File: config.mk
export PLATFORM = sky130hd
export DESIGN_NAME = nibble_alu
export DESIGN_NICKNAME = d
export VERILOG_FILES = /design/src/rtl/nibble_alu_pkg.sv /design/src/rtl/nibble_alu_core.sv /design/src/rtl/nibble_alu.sv
export SDC_FILE = /design/constraint.sdc
export NUM_CORES = 1
export LEC_CHECK = 0
export ABC_AREA = 1
export BUFFER_PORTS_ARGS = -buffer_cell sky130_fd_sc_hd__buf_4
export CAP_MARGIN = 10
export CORE_AREA = 3 3 55 57
export CTS_CLUSTER_SIZE = 12
export DETAILED_ROUTE_END_ITERATION = 8
export DIE_AREA = 0 0 58 60
export PLACE_DENSITY = 0.79
export RECOVER_POWER = 100
export SLEW_MARGIN = 0
export SYNTH_ARGS = -nofsm -noshare
export SYNTH_HDL_FRONTEND = slang
export SYNTH_HIERARCHICAL = 1
export SYNTH_SLANG_ARGS = --single-unit
File: constraint.sdc
create_clock -name clk -period 3.3 [get_ports clk]
set_input_delay 0.66 -clock clk [delete_from_list [all_inputs] [get_ports clk]]
set_output_delay 0.66 -clock clk [all_outputs]
set_load 0.005 [all_outputs]
File: src/rtl/nibble_alu_pkg.sv
// Shared function-select and mode codes for the Nibbler 4-bit ALU slice.
// Logic-mode and arithmetic-mode names alias the same 4-bit codes.
package nibble_alu_pkg;

  localparam logic MODE_ARITH = 1'b0;
  localparam logic MODE_LOGIC = 1'b1;

  // Arithmetic-mode names (with carry-in inactive).
  localparam logic [3:0] FUNC_A      = 4'b0000;
  localparam logic [3:0] FUNC_SUB    = 4'b0110;
  localparam logic [3:0] FUNC_ADD    = 4'b1001;
  localparam logic [3:0] FUNC_DOUBLE = 4'b1100;
  localparam logic [3:0] FUNC_DEC    = 4'b1111;

  // Logic-mode names.
  localparam logic [3:0] FUNC_NOT_A      = 4'b0000;
  localparam logic [3:0] FUNC_NOR        = 4'b0001;
  localparam logic [3:0] FUNC_NOTA_AND_B = 4'b0010;
  localparam logic [3:0] FUNC_ZERO       = 4'b0011;
  localparam logic [3:0] FUNC_NAND       = 4'b0100;
  localparam logic [3:0] FUNC_NOT_B      = 4'b0101;
  localparam logic [3:0] FUNC_XOR        = 4'b0110;
  localparam logic [3:0] FUNC_A_AND_NOTB = 4'b0111;
  localparam logic [3:0] FUNC_NOTA_OR_B  = 4'b1000;
  localparam logic [3:0] FUNC_XNOR       = 4'b1001;
  localparam logic [3:0] FUNC_B          = 4'b1010;
  localparam logic [3:0] FUNC_AND        = 4'b1011;
  localparam logic [3:0] FUNC_ONES       = 4'b1100;
  localparam logic [3:0] FUNC_A_OR_NOTB  = 4'b1101;
  localparam logic [3:0] FUNC_OR         = 4'b1110;
  localparam logic [3:0] FUNC_PASS_A     = 4'b1111;

endpackage

File: src/rtl/nibble_alu_core.sv
// Combinational 74181-style ALU: result, carry, zero and signed overflow.
// Overflow is always computed here; the wrapper decides whether to expose it.
module nibble_alu_core
  import nibble_alu_pkg::*;
#(
  parameter int WIDTH = 4
) (
  input  logic             mode,
  input  logic [3:0]       func,
  input  logic             notCarryIn,
  input  logic [WIDTH-1:0] aPort,
  input  logic [WIDTH-1:0] bPort,
  output logic [WIDTH-1:0] result,
  output logic             carry,
  output logic             zero,
  output logic             overflow
);

  logic [WIDTH-1:0] xTerm;
  logic [WIDTH-1:0] yTerm;
  logic [WIDTH:0]   arithSum;
  logic [WIDTH-1:0] logicResult;
  logic             carryIntoMsb;

  // The 74181 propagate/generate-like terms, one bit slice at a time.
  genvar gi;
  generate
    for (gi = 0; gi < WIDTH; gi++) begin : gSlice
      assign xTerm[gi] = aPort[gi] | (bPort[gi] & func[0]) | (~bPort[gi] & func[1]);
      assign yTerm[gi] = (aPort[gi] & ~bPort[gi] & func[2]) | (aPort[gi] & bPort[gi] & func[3]);
    end
  endgenerate

  assign arithSum = {1'b0, xTerm} + {1'b0, yTerm} + {{WIDTH{1'b0}}, ~notCarryIn};

  // Sum bit = x ^ y ^ carry-in, so the carry into the MSB can be recovered.
  assign carryIntoMsb = arithSum[WIDTH-1] ^ xTerm[WIDTH-1] ^ yTerm[WIDTH-1];

  always_comb begin
    logicResult = '0;
    case (func)
      FUNC_NOT_A:      logicResult = ~aPort;
      FUNC_NOR:        logicResult = ~(aPort | bPort);
      FUNC_NOTA_AND_B: logicResult = ~aPort & bPort;
      FUNC_ZERO:       logicResult = '0;
      FUNC_NAND:       logicResult = ~(aPort & bPort);
      FUNC_NOT_B:      logicResult = ~bPort;
      FUNC_XOR:        logicResult = aPort ^ bPort;
      FUNC_A_AND_NOTB: logicResult = aPort & ~bPort;
      FUNC_NOTA_OR_B:  logicResult = ~aPort | bPort;
      FUNC_XNOR:       logicResult = ~(aPort ^ bPort);
      FUNC_B:          logicResult = bPort;
      FUNC_AND:        logicResult = aPort & bPort;
      FUNC_ONES:       logicResult = '1;
      FUNC_A_OR_NOTB:  logicResult = aPort | ~bPort;
      FUNC_OR:         logicResult = aPort | bPort;
      FUNC_PASS_A:     logicResult = aPort;
      default:         logicResult = '0;
    endcase
  end

  always_comb begin
    if (mode == MODE_LOGIC) begin
      result   = logicResult;
      carry    = 1'b0;
      overflow = 1'b0;
    end else begin
      result   = arithSum[WIDTH-1:0];
      carry    = arithSum[WIDTH];
      overflow = carryIntoMsb ^ arithSum[WIDTH];
    end
  end

  assign zero = (result == '0);

endmodule

File: src/rtl/nibble_alu.sv
// Registered 4-bit ALU slice for the Nibbler datapath.
// Define NIBBLE_ALU_OVERFLOW_EN to add the registered overflow_out port.
module nibble_alu
  import nibble_alu_pkg::*;
#(
  parameter int WIDTH = 4
) (
  input  logic             clk,
  input  logic             reset,
  input  logic             not_carry_in,
  input  logic             mode,
  input  logic [3:0]       func,
  input  logic [WIDTH-1:0] a_port,
  input  logic [WIDTH-1:0] b_port,
  output logic [WIDTH-1:0] data_out,
  output logic             carry_out,
`ifdef NIBBLE_ALU_OVERFLOW_EN
  output logic             overflow_out,
`endif
  output logic             zero_out
);

  logic [WIDTH-1:0] coreResult;
  logic             coreCarry;
  logic             coreZero;
  logic             coreOverflow;

  nibble_alu_core #(.WIDTH(WIDTH)) uCore (
    .mode       (mode),
    .func       (func),
    .notCarryIn (not_carry_in),
    .aPort      (a_port),
    .bPort      (b_port),
    .result     (coreResult),
    .carry      (coreCarry),
    .zero       (coreZero),
    .overflow   (coreOverflow)
  );

  always_ff @(posedge clk) begin
    if (reset) begin
      data_out  <= '0;
      carry_out <= 1'b0;
      zero_out  <= 1'b1;
    end else begin
      data_out  <= coreResult;
      carry_out <= coreCarry;
      zero_out  <= coreZero;
    end
  end

`ifdef NIBBLE_ALU_OVERFLOW_EN
  always_ff @(posedge clk) begin
    if (reset) overflow_out <= 1'b0;
    else       overflow_out <= coreOverflow;
  end
`else
  // Overflow is still produced by the core but deliberately left unregistered.
  logic unusedOverflow;
  assign unusedOverflow = coreOverflow;
`endif

endmodule

==> results of run 1 <==
==> power groups by stage <==
stage,Sequential (mW),Clock (mW),Combinational (mW)
6_report,0.0828,0.0654,0.184
5_1_grt,0.0836,0.0691,0.210
4_1_cts,0.0831,0.0671,0.184
3_5_place_dp,0.0844,0,0.183
3_3_place_gp,0.0842,0,0.181
2_1_floorplan,0.0855,0,0.122
==> worst min-delay path by stage <==
stage,from,slack [ns],depth (start not counted),end
after floorplan,reset,0.73,1,carry_out
after global placement,reset,0.87,2,data_out[0]
after detailed placement,reset,0.87,2,data_out[2]
after CTS,reset,0.62,2,data_out[2]
after global routing,reset,0.63,2,data_out[0]
final,reset,0.62,2,data_out[2]
==> metrics by stage <==
stage | hold WS (ns) | utilization | cell area, um2 | total power, mW | worst slack [ns]
6_report | 0.624 | 0.633 | 1600 | 0.332 | 0.785
5_1_grt | 0.634 | 0.633 | 1600 | 0.363 | 0.598
4_1_cts | 0.624 | 0.635 | 1600 | 0.334 | 0.792
3_5_place_dp | 0.874 | 0.626 | 1580 | 0.268 | 0.546
3_3_place_gp | 0.874 | 0.626 | 1580 | 0.266 | 0.595
2_1_floorplan | 0.731 | - | 1420 | 0.208 | 0.833
==> cell type report <==
type	count	area (um2)	area share
tap	30	37.5	0.0235
clock buffer	3	22.5	0.0141
sequential	6	120	0.0752
timing repair buffer	22	161	0.101
inverter	53	199	0.125
multi-input combinational	197	1060	0.662
==> flip-flops by register name, indices dropped and copies added (netlist names) <==
signal,flops
data_out,4
zero_out,1
carry_out,1
==> cell usage in the layout, fill, tap and decap left out, types with 3 or more instances in the layout <==
master     n
nand2_1   64
inv_1     51
nor2_1    51
nand3_1   32
ha_1      20
buf_4     15
clkbuf_4   9
o21ai_0    9
dfxtp_1    6
a21oi_1    5
o22ai_1    3
nor2_2     3
==> routing by layer <==
metal	global-route usage	routed length (um)	vias to the layer above
met5	0	0	-
met4	0.0497	25	0
met3	0.00864	345	4
met2	0.365	1700	70
met1	0.268	1500	668
li1	-	-	835
==> metrics.cfg, run 1 <==
[pwr]
p_seq_frac = 0.249
cellLeakagePower_nw = 0.976
power.density_mw_per_mm2 = 208
p_sw_mw = 0.139
ir_drop_mv = 0.261
power.internal_mw = 0.193
comb_power_share = 0.554
p_sw_frac = 0.419
power.share.clock = 0.197

[sta]
relSlewSlack = 0.574
finalCriticalPeriod_ns = 2.51
fmax_mhz = 398
finalSetupTns_ns = 0
rsz0062_at_grt = no
fin_crit_sh = 0.762
slew_violations = 0
setup_violations = 0
worst_pin_slew_ns = 0.637
hold_viol = 0

[clock_tree]
cts_buffers = 3
cts_tree = yes
cts_resized = 0
clock_sinks = 6
holdBufCountCts = 0
post_cts_buffers = 0
clock_path_buffers = 2
cts-root-buf = clkbuf_4
clk_pin_slew_ns = 0.04
cts.htree.levels = 1

[worst_setup_path]
crit_required_ns = 3.49
critPathTopFamily = adder cells
worstSetupEndpoint = zero_out
worstPathMaxFanout = 5
startpoint_type = primary input
arrival_ns = 2.70
slowest_stage = fa_1
crit_path_frequent_cell = inv_1
crit_start = b_port[0]
path_buf_inv = 7
cpPeakStageDelay_ns = 0.41
crit_cells = 16
crit_type = in -> reg
endpoint_kind = flop
cp_cell_sequence = clkbuf_1 > inv_1 > ha_1 > inv_1 > o22ai_1 > inv_1 > fa_1 > inv_1 > fa_1 > inv_1 > nor2_1 > nor2_1 > nand2_1 > nor2_1 > inv_1 > nand2_1

[route]
drc = 0
drtAntennaViolNets = 0
drtPass1Iterations = 5
num_vias = 1577
drt_iter0_drc = 94
routedWlPerCell_um = 11.5
vias_per_cell = 5.07
wl_um = 3570

[cells_and_area]
stdcell_count = 311
n_fill_cell = 271
drive_above_1_share = 0.121
num_antenna_cells = 0
syn2layout_area_growth_pct = 12.9
layout.nets = 321

[synth]
ys_warn_count = 6
synth_area_mm2 = 0.00142
synth_nets = 299
netlist_instances = 261
syn_area_per_cell_um2 = 5.42

[grt]
grt_overflow_total = 0
grt_pass1_wl_um = 5550
first_global_vias = 1279
antenna_found_initial = 0
grt_max_degree = 15
grt_usage = 0.204

[placed_design]
dp_hpwl_um = 2830
routabilityCongestion = 0.980
io_buffers = 21
placed_cells = 308

[floorplanning]
rows = 18
coreArea_mm2 = 0.00252
ioPinCount = 22
start_util = 0.561
dieHeight_um = 60
die_x_um = 58
die_area_mm2 = 0.00348

[outcome]
outcome = completed

[run]
maxCapViolations = 0

[min_path]
hp-class = in -> reg

No activity file was read; power rests on OpenSTA's default activity.
==> run 2, diff against run 1 <==
clock period = 2.5 ns   (was 3.3 ns; I/O delays follow)
==> run 2 against run 1 <==
Critical path depth unchanged; global-route usage up 2.8 points; largest cell class unchanged; non-clock buffer count increased by 6; clock power up 32%; setup slack worse by 0.62 ns; power increased by 35%.
==> metrics.cfg, run 2 (synthesized netlist as in run 1, its figures left out) <==
[sta]
setup_violations = 0
worst_pin_slew_ns = 0.870
hold_viol = 0
rsz0062_at_grt = no
finalSetupTns_ns = 0
finalCriticalPeriod_ns = 2.34
fin_crit_sh = 0.935
fmax_mhz = 428
slew_violations = 0
relSlewSlack = 0.418

[grt]
first_global_vias = 1451
grt_usage = 0.231
grt_overflow_total = 0
grt_pass1_wl_um = 6270
grt_max_degree = 15
antenna_found_initial = 0

[route]
drt_iter0_drc = 88
drtPass1Iterations = 5
routedWlPerCell_um = 11.9
drtAntennaViolNets = 0
num_vias = 1655
vias_per_cell = 5.22
drc = 0
wl_um = 3770

[clock_tree]
clock_sinks = 6
holdBufCountCts = 0
post_cts_buffers = 0
cts.htree.levels = 1
cts_buffers = 3
cts_resized = 0
cts-root-buf = clkbuf_4
clock_path_buffers = 2
cts_tree = yes
clk_pin_slew_ns = 0.04

[pwr]
p_seq_frac = 0.244
p_sw_frac = 0.419
p_sw_mw = 0.188
ir_drop_mv = 0.361
cellLeakagePower_nw = 1.00
comb_power_share = 0.564
power.share.clock = 0.192
totalPowerFinal_mw = 0.449
power.internal_mw = 0.261
power.density_mw_per_mm2 = 274

[cells_and_area]
finalInstanceArea_mm2 = 0.00164
final_common_cell = nand2_1
largestRegisters = data_out: 4 flops, carry_out: 1 flops, zero_out: 1 flops
final_cell_mix = 64 x nand2_1, 51 x inv_1, 51 x nor2_1
drive_above_1_share = 0.136
regMostFlops = data_out
layout.nets = 327
num_antenna_cells = 0
largest_reg_flops = 4
syn2layout_area_growth_pct = 15.8

[floorplanning]
rows = 18
die_x_um = 58
start_util = 0.561
coreArea_mm2 = 0.00252
ioPinCount = 22
dieHeight_um = 60
die_area_mm2 = 0.00348

[worst_setup_path]
crit_path_frequent_cell = inv_1
arrival_ns = 2.52
crit_type = in -> reg
cp_cell_sequence = clkbuf_1 > inv_1 > ha_1 > inv_1 > o22ai_1 > inv_1 > fa_1 > inv_1 > fa_1 > inv_1 > nor2_1 > nor2_1 > nand2_1 > nor2_1 > inv_1 > nand2_1
startpoint_type = primary input
cpPeakStageDelay_ns = 0.42
crit_start = b_port[0]
crit_required_ns = 2.69
slowest_stage = fa_1
worstPathMaxFanout = 3
endpoint_kind = flop

[min_path]
hp-start = reset
hp-class = in -> reg

[placed_design]
dp_hpwl_um = 2980
routabilityCongestion = 0.912
io_buffers = 21
post_dp_cell_area_mm2 = 0.00162

[outcome]
outcome = completed

[run]
maxCapViolations = 0

==> run 2: layout make-up <==
type / count / area [um2]
fillers: 250 / 883
inverters: 53 / 199
multi-input cells: 197 / 1060
repair buffers: 28 / 203
flip-flops and latches: 6 / 120
well taps: 30 / 37.5
clock buffers: 3 / 22.5
==> run 2: final timing paths <==
path | endpoint | slack, ns | cells past startpoint
setup / recovery | zero_out | 0.16 | 16
hold / removal | data_out[0] | 0.46 | 2
==> run 2: metal layers <==
metal / routed length (um) / vias to the layer above / GRT usage
met5: 0 / - / 0
met4: 67 / 0 / 0.113
met3: 346 / 8 / 0.0173
met2: 1790 / 81 / 0.387
met1: 1560 / 721 / 0.300
li1: - / 845 / -
==> run 2: critical path: cells and delay by family <==
kind / cells / cell delay (ns)
and+or+nand+nor: 5 / 0.36
buffers and inverters: 7 / 0.52
adders and majority gates: 3 / 0.96
AOI/OAI and AO/OA: 1 / 0.17
==> run 2: metrics by stage <==
step                hold slack, ns  instances  setup slack (ns)   util
finish                       0.463        317             0.162  0.650
global route                 0.459        317            0.0208  0.650
CTS                          0.458        317             0.190  0.653
detailed placement           0.713        314           -0.0601  0.644
global placement             0.713        314            0.0306  0.644
floorplan                    0.571        261             0.193      -
==> run 2: power by group through the flow <==
stage	sequential [mW]	combinational, mW	clock [mW]
floorplan	0.113	0.162	0
global placement	0.111	0.248	0
detailed placement	0.112	0.253	0
CTS	0.110	0.254	0.0901
global route	0.110	0.286	0.0957
finish	0.110	0.253	0.0861
==> run 3, diff against run 2 <==
ABC_AREA = default   (was 1)
CTS_CLUSTER_DIAMETER = 80   (was default)
PLACE_DENSITY = 0.8   (was 0.79)
==> run 3 against run 2 <==
Design area rose by 6.2%; routed wire length fell by 0.66%; final cell count fell by 23%; power rose by 13%; first-iteration DRC count rose by 17%; critical path depth fell by 5; largest cell class unchanged.
==> metrics.cfg, run 3 <==
[synth]
syn_area_per_cell_um2 = 8.09
netlist_instances = 179
synth_nets = 217
synth_area_mm2 = 0.00145
ys_warn_count = 6

[floorplanning]
die_area_mm2 = 0.00348
ioPinCount = 22
coreArea_mm2 = 0.00252
die_x_um = 58
rows = 18
start_util = 0.574
dieHeight_um = 60

[grt]
grt_pass1_wl_um = 6280
grt_overflow_total = 0
grt_max_degree = 22
grt_usage = 0.228
antenna_found_initial = 0
first_global_vias = 1412

[worst_setup_path]
critPathTopFamily = adder cells
crit_type = in -> reg
cpPeakStageDelay_ns = 0.37
startpoint_type = primary input
crit_start = a_port[0]
arrival_ns = 2.51
path_buf_inv = 2
slowest_stage = fa_2
cp_cell_sequence = buf_4 > ha_1 > a22oi_2 > fa_2 > inv_1 > fa_2 > xor2_1 > nor2_1 > a221oi_2 > nor4_2 > or2_1
endpoint_kind = flop
crit_path_frequent_cell = fa_2
crit_cells = 11
worstSetupEndpoint = zero_out
worstPathMaxFanout = 4
crit_required_ns = 2.63

[cells_and_area]
layout.nets = 255
final_cell_mix = 38 x buf_4, 20 x ha_1, 16 x nor2_1
largestRegisters = data_out: 4 flops, carry_out: 1 flops, zero_out: 1 flops
finalInstanceArea_mm2 = 0.00174
num_antenna_cells = 0
drive_above_1_share = 0.335
final_common_cell = buf_4
largest_reg_flops = 4
syn2layout_area_growth_pct = 20.1
regMostFlops = data_out

[route]
drtPass1Iterations = 4
drt_iter0_drc = 103
drtAntennaViolNets = 0
wl_um = 3740
vias_per_cell = 6.16
num_vias = 1509
routedWlPerCell_um = 15.3
drc = 0

[sta]
setup_violations = 0
worst_pin_slew_ns = 0.362
rsz0062_at_grt = no
fin_crit_sh = 0.953
hold_viol = 0
fmax_mhz = 420
slew_violations = 0
finalCriticalPeriod_ns = 2.38
relSlewSlack = 0.758

[run]
maxCapViolations = 0

[placed_design]
routabilityCongestion = 0.918
dp_hpwl_um = 2980
io_buffers = 21
post_dp_cell_area_mm2 = 0.00172

[clock_tree]
cts_buffers = 3
cts_resized = 0
clk_pin_slew_ns = 0.04
cts.htree.levels = 1
cts_tree = yes
holdBufCountCts = 0
post_cts_buffers = 0
clock_sinks = 6
cts-root-buf = clkbuf_4
clock_path_buffers = 2

[pwr]
power.density_mw_per_mm2 = 290
ir_drop_mv = 0.457
totalPowerFinal_mw = 0.505
cellLeakagePower_nw = 0.826

[min_path]
hp-class = in -> reg

[outcome]
outcome = completed

## run 3: cell types whose count changed in the layout (fill, tap and decap cells not counted), moves of 9 or more
cell / previous run / this run
nand3_1: 32 / 6
nand2_1: 64 / 13
nor2_1: 51 / 16
a21oi_1: 5 / 14
inv_1: 51 / 14
buf_4: 19 / 38
## run 3: routing by layer
layer  vias up  wire length (um)  track usage
met1       715              1560        0.278
met2        56              1900        0.397
li1        728                 -            -
met4         0                76       0.0695
met3        10               207       0.0518
met5         -                 0            0
## run 3: final cells by class
type	instances	area, um2
flip-flops and latches	6	120
inverters	14	52.6
fillers	217	782
clock buffers	3	22.5
multi-input cells	147	1160
well taps	30	37.5
repair buffers	45	347
## run 3: power breakdown
group / leakage (nW) / switching (mW) / total [mW] / internal (mW)
clock network: 0.0138 / 0.0315 / 0.0856 / 0.0541
registers: 0.0501 / 0.00273 / 0.109 / 0.107
logic: 0.762 / 0.159 / 0.310 / 0.151
## run 3: worst min-delay path by stage
stage          start       end  slack (ns)  cells past startpoint
2_1_floorplan  reset  zero_out        0.60                      1
3_3_place_gp   reset  zero_out        0.72                      2
3_5_place_dp   reset  zero_out        0.73                      2
4_1_cts        reset  zero_out        0.48                      2
5_1_grt        reset  zero_out        0.49                      2
6_report       reset  zero_out        0.49                      2
## run 3: through the flow
stage / utilization / worst slack [ns] / instances / hold slack [ns] / TNS (ns)
finish: 0.690 / 0.117 / 245 / 0.487 / 0
global route: 0.690 / 0.00990 / 245 / 0.492 / 0
CTS: 0.691 / 0.109 / 245 / 0.484 / 0
detailed placement: 0.683 / -0.127 / 242 / 0.732 / -0.127
global placement: 0.683 / -0.105 / 242 / 0.718 / -0.105
floorplan: - / 0.0220 / 179 / 0.600 / 0
